==> config.mk <==
export PLATFORM = sky130hd
export DESIGN_NAME = instr_fetch_flat
export DESIGN_NICKNAME = d
export VERILOG_FILES = /design/src/rtl/fetch_pkg.sv /design/src/rtl/instr_fetch_if.sv /design/src/rtl/fetch_skid.sv /design/src/rtl/instr_fetch.sv /design/src/flat_wrapper.sv
export SDC_FILE = /design/constraint.sdc
export NUM_CORES = 1
export LEC_CHECK = 0
export ABC_AREA = 1
export BUFFER_PORTS_ARGS = -buffer_cell sky130_fd_sc_hd__buf_2
export CORE_MARGIN = 2
export CORE_UTILIZATION = 40
export DETAILED_ROUTE_END_ITERATION = 7
export GPL_ROUTABILITY_DRIVEN = 0
export PLACE_DENSITY = 0.7
export SLEW_MARGIN = 20
export SYNTH_ARGS = -nofsm -noshare
export SYNTH_HDL_FRONTEND = slang
export SYNTH_SLANG_ARGS = --single-unit
==> constraint.sdc <==
create_clock -name clk -period 9 [get_ports clk]
set_input_delay 0.9 -clock clk [delete_from_list [all_inputs] [get_ports clk]]
set_output_delay 0.9 -clock clk [all_outputs]
set_load 0.01 [all_outputs]
==> src/rtl/fetch_pkg.sv <==
// Shared types and helpers for the instruction fetch stage.
package fetch_pkg;

   localparam int OPC_W = 5;

   typedef enum logic [1:0] {
      ISSUE,
      WAIT,
      DROP
   } fetch_state_e;

   // Top OPC_W bits of an instruction word of width instr_w, zero-extended into 'word'.
   function automatic logic [OPC_W-1:0] opc_field(input logic [63:0] word, input int instr_w);
      logic [5:0] msb;
      msb = 6'(instr_w - 1);
      return word[msb -: OPC_W];
   endfunction

endpackage

==> src/rtl/instr_fetch_if.sv <==
// Fetch-stage bundle: instruction-memory request/response, redirect and decoder-side outputs.
interface instr_fetch_if
   import fetch_pkg::*;
#(
   parameter int ADDR_W  = 16,
   parameter int INSTR_W = 16
);
   logic               imemReq;
   logic [ADDR_W-1:0]  imemAddr;
   logic               imemValid;
   logic [INSTR_W-1:0] imemData;
   logic               redirect;
   logic [ADDR_W-1:0]  redirectPc;
   logic               stall;
   logic               ifValid;
   logic [INSTR_W-1:0] ifInstr;
   logic [ADDR_W-1:0]  ifPc;
   logic [OPC_W-1:0]   opCode;

   modport master (
      output imemReq, imemAddr, ifValid, ifInstr, ifPc, opCode,
      input  imemValid, imemData, redirect, redirectPc, stall
   );

   modport slave (
      input  imemReq, imemAddr, ifValid, ifInstr, ifPc, opCode,
      output imemValid, imemData, redirect, redirectPc, stall
   );
endinterface

==> src/rtl/fetch_skid.sv <==
// One-entry holding buffer for a fetched {instr, pc} that arrived while the output was stalled.
module fetch_skid
   import fetch_pkg::*;
#(
   parameter int ADDR_W  = 16,
   parameter int INSTR_W = 16
) (
   input  logic               clk,
   input  logic               reset,
   input  logic               push_i,
   input  logic               pop_i,
   input  logic               flush_i,
   input  logic [INSTR_W-1:0] instr_i,
   input  logic [ADDR_W-1:0]  pc_i,
   output logic               full_o,
   output logic [INSTR_W-1:0] instr_o,
   output logic [ADDR_W-1:0]  pc_o
);
   logic               full_q;
   logic [INSTR_W-1:0] instr_q;
   logic [ADDR_W-1:0]  pc_q;

   always_ff @(posedge clk) begin
      if (reset || flush_i) begin
         full_q <= 1'b0;
      end else if (push_i) begin
         full_q <= 1'b1;
      end else if (pop_i) begin
         full_q <= 1'b0;
      end
   end

   // Payload needs no reset: it is only observed while full_q is set.
   always_ff @(posedge clk) begin
      if (push_i) begin
         instr_q <= instr_i;
         pc_q    <= pc_i;
      end
   end

   assign full_o  = full_q;
   assign instr_o = instr_q;
   assign pc_o    = pc_q;
endmodule

==> src/rtl/instr_fetch.sv <==
// Instruction fetch stage: PC, single-outstanding memory request FSM, output register and skid buffer.
module instr_fetch
   import fetch_pkg::*;
#(
   parameter int              ADDR_W   = 16,
   parameter int              INSTR_W  = 16,
   parameter logic [ADDR_W-1:0] RESET_PC = '0
) (
   input  logic          clk,
   input  logic          reset,
   instr_fetch_if.master fetch_io
);
   fetch_state_e       state_q;
   logic [ADDR_W-1:0]  pc_q;
   logic [ADDR_W-1:0]  pc_d;
   logic               if_valid_q;
   logic [INSTR_W-1:0] if_instr_q;
   logic [ADDR_W-1:0]  if_pc_q;

   logic               skid_full;
   logic               skid_push;
   logic               skid_pop;
   logic [INSTR_W-1:0] skid_instr;
   logic [ADDR_W-1:0]  skid_pc;

   logic               xfer;
   logic               mem_rsp;
   logic               accept;
   logic               req;

   assign pc_d    = pc_q + ADDR_W'(1);
   assign xfer    = if_valid_q & ~fetch_io.stall;
   assign mem_rsp = (state_q == WAIT) & fetch_io.imemValid;
   assign accept  = ~if_valid_q | xfer;
   assign req     = ~reset & (state_q == ISSUE) & ~skid_full & ~fetch_io.redirect;

   // The skid is only ever filled from WAIT, and WAIT is never entered while it is full,
   // so a push and a pop can never coincide.
   assign skid_push = mem_rsp & ~fetch_io.redirect & ~accept;
   assign skid_pop  = xfer & skid_full & ~fetch_io.redirect;

   fetch_skid #(
      .ADDR_W  (ADDR_W),
      .INSTR_W (INSTR_W)
   ) u_skid (
      .clk     (clk),
      .reset   (reset),
      .push_i  (skid_push),
      .pop_i   (skid_pop),
      .flush_i (fetch_io.redirect),
      .instr_i (fetch_io.imemData),
      .pc_i    (pc_q),
      .full_o  (skid_full),
      .instr_o (skid_instr),
      .pc_o    (skid_pc)
   );

   always_ff @(posedge clk) begin
      if (reset) begin
         state_q    <= ISSUE;
         pc_q       <= RESET_PC;
         if_valid_q <= 1'b0;
         if_instr_q <= '0;
         if_pc_q    <= '0;
      end else if (fetch_io.redirect) begin
         pc_q       <= fetch_io.redirectPc;
         if_valid_q <= 1'b0;
         // A request still in flight must be absorbed before the target is fetched.
         if (state_q == ISSUE || fetch_io.imemValid) begin
            state_q <= ISSUE;
         end else begin
            state_q <= DROP;
         end
      end else begin
         case (state_q)
            ISSUE: if (req) state_q <= WAIT;
            WAIT: begin
               if (fetch_io.imemValid) begin
                  pc_q    <= pc_d;
                  state_q <= ISSUE;
               end
            end
            DROP:    if (fetch_io.imemValid) state_q <= ISSUE;
            default: state_q <= ISSUE;
         endcase

         if (mem_rsp && accept) begin
            if_valid_q <= 1'b1;
            if_instr_q <= fetch_io.imemData;
            if_pc_q    <= pc_q;
         end else if (xfer) begin
            if_valid_q <= skid_full;
            if (skid_full) begin
               if_instr_q <= skid_instr;
               if_pc_q    <= skid_pc;
            end
         end
      end
   end

   assign fetch_io.imemReq  = req;
   assign fetch_io.imemAddr = pc_q;
   assign fetch_io.ifValid  = if_valid_q;
   assign fetch_io.ifInstr  = if_instr_q;
   assign fetch_io.ifPc     = if_pc_q;
   assign fetch_io.opCode   = opc_field(64'(if_instr_q), INSTR_W);
endmodule

==> src/flat_wrapper.sv <==
// flat-port wrapper written by rule: the top's interface ports become plain ports
module instr_fetch_flat import fetch_pkg::*;
#(
   parameter int              ADDR_W   = 16,
   parameter int              INSTR_W  = 16,
   parameter logic [ADDR_W-1:0] RESET_PC = '0
)
  (clk, reset, fetch_io_imemReq, fetch_io_imemAddr, fetch_io_ifValid, fetch_io_ifInstr, fetch_io_ifPc, fetch_io_opCode, fetch_io_imemValid, fetch_io_imemData, fetch_io_redirect, fetch_io_redirectPc, fetch_io_stall);
  instr_fetch_if #(.ADDR_W(ADDR_W), .INSTR_W(INSTR_W)) fetch_io_i ();
  input  logic clk;
  input  logic reset;
  output wire logic [$bits(fetch_io_i.imemReq)-1:0] fetch_io_imemReq;
  output wire logic [$bits(fetch_io_i.imemAddr)-1:0] fetch_io_imemAddr;
  output wire logic [$bits(fetch_io_i.ifValid)-1:0] fetch_io_ifValid;
  output wire logic [$bits(fetch_io_i.ifInstr)-1:0] fetch_io_ifInstr;
  output wire logic [$bits(fetch_io_i.ifPc)-1:0] fetch_io_ifPc;
  output wire logic [$bits(fetch_io_i.opCode)-1:0] fetch_io_opCode;
  input wire logic [$bits(fetch_io_i.imemValid)-1:0] fetch_io_imemValid;
  input wire logic [$bits(fetch_io_i.imemData)-1:0] fetch_io_imemData;
  input wire logic [$bits(fetch_io_i.redirect)-1:0] fetch_io_redirect;
  input wire logic [$bits(fetch_io_i.redirectPc)-1:0] fetch_io_redirectPc;
  input wire logic [$bits(fetch_io_i.stall)-1:0] fetch_io_stall;
  assign fetch_io_imemReq = fetch_io_i.imemReq;
  assign fetch_io_imemAddr = fetch_io_i.imemAddr;
  assign fetch_io_ifValid = fetch_io_i.ifValid;
  assign fetch_io_ifInstr = fetch_io_i.ifInstr;
  assign fetch_io_ifPc = fetch_io_i.ifPc;
  assign fetch_io_opCode = fetch_io_i.opCode;
  assign fetch_io_i.imemValid = fetch_io_imemValid;
  assign fetch_io_i.imemData = fetch_io_imemData;
  assign fetch_io_i.redirect = fetch_io_redirect;
  assign fetch_io_i.redirectPc = fetch_io_redirectPc;
  assign fetch_io_i.stall = fetch_io_stall;
  instr_fetch #(.ADDR_W(ADDR_W), .INSTR_W(INSTR_W), .RESET_PC(RESET_PC)) u_core (.clk(clk), .reset(reset), .fetch_io(fetch_io_i));
endmodule
# Word level (Yosys, flattened, before mapping)
# Cells that the tools add are included.
[word_totals] romBits=0 n_memories=0 regBits=84 word_cells=61 out_inout_bits=55 input_bits=37 ramBits=0 latchBits=0
[classes] n_mux=18 bitwise=16 div=0 multipliers=0 order_cmp=0 shifts=0 eq_ne=4 reduce_logical=14 n_addsub=1
[ops] cell="$mux 16" count=9
[ops] cell="$add 16x1->16 const B" count=1
[ops] cell="$reduce_bool 2->1" count=5
[ops] cell="$and 1x1->1" count=9
[ops] cell="$mux 2" count=4
[ops] cell="$not 1->1" count=6
[ops] cell="$mux 1" count=4
[ops] cell="$pmux 2 s2" count=1
[ops] cell="$reduce_and 2->1" count=2
[ops] cell="$reduce_or 2->1" count=2
[ops] cell="$ne 3x1->1 const B" count=1
[ops] cell="$ne 3x3->1 const B" count=1
[ops] cell="$reduce_and 3->1" count=1
[ops] cell="$eq 2x1->1 const B" count=1
[ops] cell="$eq 2x2->1 const B" count=1
[ops] cell="$logic_not 2->1" count=1
[ops] cell="$logic_or 1x1->1" count=2
[ops] cell="$logic_and 1x1->1" count=1
[ops] cell="$or 1x1->1" count=1

# Longest topological paths before layout
[logic_depth] word_depth=7 depth_mapped=9 depth_no_buf=9

# Cells and area by module
# Synthesis repeated with hierarchy kept, for this count alone.
[unflattened] cells_unflattened=439 area_unflattened_um2=3768.6
[by_module_without_submodules] module="instr_fetch" seq_area_each_um2=1021.0 area_per_inst_um2=2756.4 cells_each=399 instances=1
[by_module_without_submodules] module="fetch_skid" seq_area_each_um2=980.9 area_per_inst_um2=1012.2 cells_each=40 instances=1

# Worst setup path before layout
# No wires, ideal clock.
[synth_timing] path_kind="input-to-reg" startpoint="input port fetch_io_imemValid" endpoint="register u_core.u_skid.full_q, in the netlist u_core.u_skid.full_o" path_stages=7 setup_slack_ns=5.768 t_arrival_ns=3.109 setup_time_ns=0.123 t_required_ns=8.877 n_path_buf=0 path_cell_list="nand2_2 -> nor2_2 -> inv_2 -> nor2_1 -> inv_1 -> o211ai_1 -> a21boi_1"
[synth_via] elab_chain_len=4 word_cells_on_any_way=5 classes_between="mux (1); bitwise (3); reduce/logical (1)"
[synth_lines] element="from (decl)" line_no="flat_wrapper.sv:18" source="input wire logic [$bits(fetch_io_i.imemValid)-1:0] fetch_io_imemValid;"
[synth_lines] element="$and 1x1->1 *" line_no="instr_fetch.sv:33" source="assign mem_rsp = (state_q == WAIT) & fetch_io.imemValid;"
[synth_lines] element="$and 1x1->1 * (2 in a row)" line_no="instr_fetch.sv:39" source="assign skid_push = mem_rsp & ~fetch_io.redirect & ~accept;"
[synth_lines] element="net u_core.skid_push" line_no="instr_fetch.sv:21" source="logic skid_push;"
[synth_lines] element="$mux 1 / $reduce_bool 2->1 (equally long branches)"
[synth_lines] element="to (signal assigned)" line_no="fetch_skid.sv:25" source="full_q <= 1'b0;"
[synth_lines] element="to (signal assigned)" line_no="fetch_skid.sv:27" source="full_q <= 1'b1;"
[synth_lines] element="to (signal assigned)" line_no="fetch_skid.sv:29" source="full_q <= 1'b0;"
[synth_lines] element="to (decl)" line_no="fetch_skid.sv:19" source="logic full_q;"
# The timed path passes the listed nets; every way through them passes the cells marked *.
# A chain may end at the register's enable or synchronous reset.

# Final worst setup path
[layout_timing] startpoint="input port fetch_io_imemValid" endpoint="register u_core.if_instr_q[15], in the netlist u_core.fetch_io.ifInstr[15]"
[layout_via] elab_chain_len=4 word_cells_on_any_way=6 classes_between="mux (1); bitwise (1); reduce/logical (4)"
[layout_lines] element="$and 1x1->1 *" line_no="instr_fetch.sv:33"
[layout_lines] element="$logic_and 1x1->1 *" line_no="instr_fetch.sv:87" source="if (mem_rsp && accept) begin"
[layout_lines] element="$reduce_bool 2->1 (no source line)"
[layout_lines] element="$reduce_and 3->1 (no source line)"
[layout_lines] element="to (signal assigned)" line_no="instr_fetch.sv:89" source="if_instr_q <= fetch_io.imemData;"
[layout_lines] element="to (signal assigned)" line_no="instr_fetch.sv:94" source="if_instr_q <= skid_instr;"
[layout_lines] element="to (decl)" line_no="instr_fetch.sv:17" source="logic [INSTR_W-1:0] if_instr_q;"
# Every way passes the cells marked *; elsewhere a longest branch is shown, timed or not.

==> results.md <==
- Library cells used by synthesis: 29
- Vias in the first global route: 2923
- Worst path max stage delay: 0.55 ns
- Crit path kind: input pin to flip-flop
- Die X-Extent: 99.03 um
- Post_cts resized: 0
- EDFF count, synth: 32
- Net Count, Synth: 456
- DRC Markers: 0
- Cells after synthesis: 416
- Worst Setup End Kind: flip-flop
- Overall power: 738.0 uW
- Slew Limit Fails: 0
- Hpwl dp: a little under 6 mm
- Ys async rst share: 0%
- First-pass GRT wire length: 14.22 mm
- Required time worst endpoint: 9.28 ns
- Crit path from: fetch_io_imemValid
- DRT Wirelength: 8.678 mm
- Largest net degree at the start of global routing: 65
- Ant diodes: 0
- Gate power share: 7.6%
- Setup TNS: 0 ns
- Hold_sp: u_core.state_q[1]
- Layout area overhead: 18.64%
- DR iter-0 viols: ~130
- DRT Pass-1 Iters: 4
- P_sw: 183.7 uW
- Clock buffer depth: 2
- CP Buf/Inv Count: 3
- Unrepaired setup endpoints after global routing: false
- Slew HR: 39.65%
- # setup viols final: 0
- Clk root buf: clkbuf_8
- Sw Ratio: around a quarter
- IO Count: 92
- Synth Register Bits: 84
- Leakage: about 1.8 nW
- Hold WC Path Type: flip-flop to flip-flop
- Fin. Hold Viols: 0
- Delay-heaviest family, CP: buffers and inverters
- DRT antenna net count: 0
- Clock power share: 36.5%
- Via count: approximately 3200
- CP Max Fanout: 64
- Avg Vias per Cell: between 5 and 6
- WL/cell: roughly 14 um
- Ys flop type: dfxtp_1
- Power Internal: 554.4 uW
- Crit path cell chain: buf_2 > nand2_2 > inv_2 > nand2_2 > a21oi_4 > buf_4 > o21ai_1 > a31oi_1
- Count of maximum capacitance violations: 0
- Most frequent cells in the layout: nand2_1, buf_2, dfxtp_1
- Initial Util: between 40 and 50%
- Clock transition at path regs: 0.09 ns
- Crit start category: input pin
- CP max stage cell: nand2_2
- Initial antenna violation count: 0
- # Post-CTS Setup Buffers: 0
- Core Area: 0.008721 mm^2
- Seq pwr share: 55.9%
- Yosys warns: 0
- Cell area power density: 172.2 mW/mm^2
- Most common cell on crit path: nand2_2
- Sequential area share after synthesis: 55.42%
- CP arrival: ~3.2 ns
- H-tree Lvls: 3
- Port buffer count: 91
- Post-CTS Hold Buffers: 0
- Latest clock arrival within the worst-skew pair: around 0.36 ns
- Worst reg2reg path startpoint: u_core.state_q[1]
- Status: complete, no violations
- Number of buffers created by CTS: 9
- Tot GR Track Use: between 10% and 20%
- Crit path time final: 2.936 ns
- CTS tree: yes
- Syn Area/Cell: 8.683 um^2
- GRT overflow: 0
- Die Ht: 99.03 um
- FP Rows: 34
- Share of cells above drive strength 1: a little under a quarter
- Clock skew: 0.01171 ns
- Final #Nets: between 500 and 600
- Slew @ Worst Pin: 0.9031 ns
- Max Clock Freq: 340.6 MHz
- Clock sink count: 84
- Post-Synthesis Cell Area: approximately 0.0036 mm^2
- Peak VDD IR: 0.09424 mV
- Final worst path period share: approximately 33%
- Most common cell after layout, fill and taps aside: nand2_1
- Die area: 0.009807 mm^2
==> per-stage QoR <==
| stage | hold WS [ns] | worst slack [ns] | instance area [um^2] | util [%] | instances |
|---|---|---|---|---|---|
| 3_5_place_dp | 0.4603 | 5.701 | 4089 | 46.89 | 590 |
| 4_1_cts | 0.4721 | 6.062 | 4285 | 49.14 | 606 |
| 6_report | 0.4694 | 6.064 | 4285 | 49.14 | 606 |
| 2_1_floorplan | 0.4409 | 5.768 | 3612 | - | 416 |
| 5_1_grt | 0.4800 | 5.732 | 4285 | 49.14 | 606 |
| 3_3_place_gp | 0.4516 | 5.838 | 4089 | 46.89 | 590 |
==> worst register-to-register path, stage by stage (launching register included) <==
cell and delay (ns):
dfxtp_1 0.31, inv_1 0.08, ha_1 0.16, nand2_2 0.10, inv_2 0.44, nand2_2 0.56
a21oi_4 0.27, buf_4 0.51, o21ai_1 0.14, a31oi_1 0.20
==> logic make-up after synthesis <==
family,count (synthesis),synth area share (%)
flops,84,55.42
compound gates,99,15.76
xor+xnor,1,0.2425
simple gates,178,21.27
buf+inv,51,6.270
fa+ha+maj,3,1.039
==> registers in the layout (all words and copies together), names as in the netlist <==
name,count
u_core.fetch_io.ifInstr,16
u_core.fetch_io.ifPc,16
u_core.fetch_io.imemAddr,16
u_core.u_skid.instr_o,16
u_core.u_skid.pc_o,16
u_core.state_q,2
u_core.fetch_io.ifValid,1
u_core.u_skid.full_o,1
==> power by group through the flow <==
| stage | clock (mW) | combinational, mW | sequential, mW |
|---|---|---|---|
| 5_1_grt | 0.290 | 0.0635 | 0.414 |
| 6_report | 0.269 | 0.0561 | 0.413 |
| 3_3_place_gp | 0 | 0.0551 | 0.421 |
| 2_1_floorplan | 0 | 0.0296 | 0.422 |
| 3_5_place_dp | 0 | 0.0566 | 0.422 |
| 4_1_cts | 0.275 | 0.0570 | 0.413 |
==> path summary, 6_finish.rpt <==
kind	depth (start not counted)	end	slack [ns]
setup / recovery	8	u_core.fetch_io.ifInstr[15]	6.06
hold / removal	2	u_core.state_q[1]	0.47
setup reg to reg	9	u_core.fetch_io.ifInstr[15]	6.17
hold reg to reg	2	u_core.state_q[1]	0.47
==> cells in the mapped netlist (2+ instances only) <==
cell      instances  area, um^2
ha_1              3       37.54
nand2_2           2       12.51
nand4_1           5       31.28
buf_2             4       20.02
buf_4             8       60.06
inv_2             2       7.510
nand2_1          92       345.3
edfxtp_1         32       960.9
a31oi_1          40       250.2
inv_1            21       78.83
dfxtp_1          52        1041
nor3_1            3       15.01
or2_2             3       18.77
o21ai_0          12       60.06
o21ai_1          28       140.1
clkbuf_1         14       52.55
nand3_1          47       235.2
o211ai_1          3       22.52
nand3b_1          2       15.01
a21oi_1          13       65.06
nor2_1           22       82.58
==> per-layer routing <==
layer / vias up / GRT usage, % / wire length [um]
li1: 1614 / - / -
met5: - / 0 / 0
met4: 0 / 5.690 / 169
met2: 110 / 28.33 / 4049
met3: 15 / 5.390 / 650
met1: 1423 / 24.09 / 3809
==> final cells by class <==
type                    instances  area [um^2]
fillers                       827         4436
flip-flops and latches         84         2002
multi-input cells             281         1391
repair buffers                 93        470.5
well taps                     108        135.1
clock buffers                  10        127.6
inverters                      24        90.09
clock inverters                 6        68.82
(Power assumes the default switching activity.)
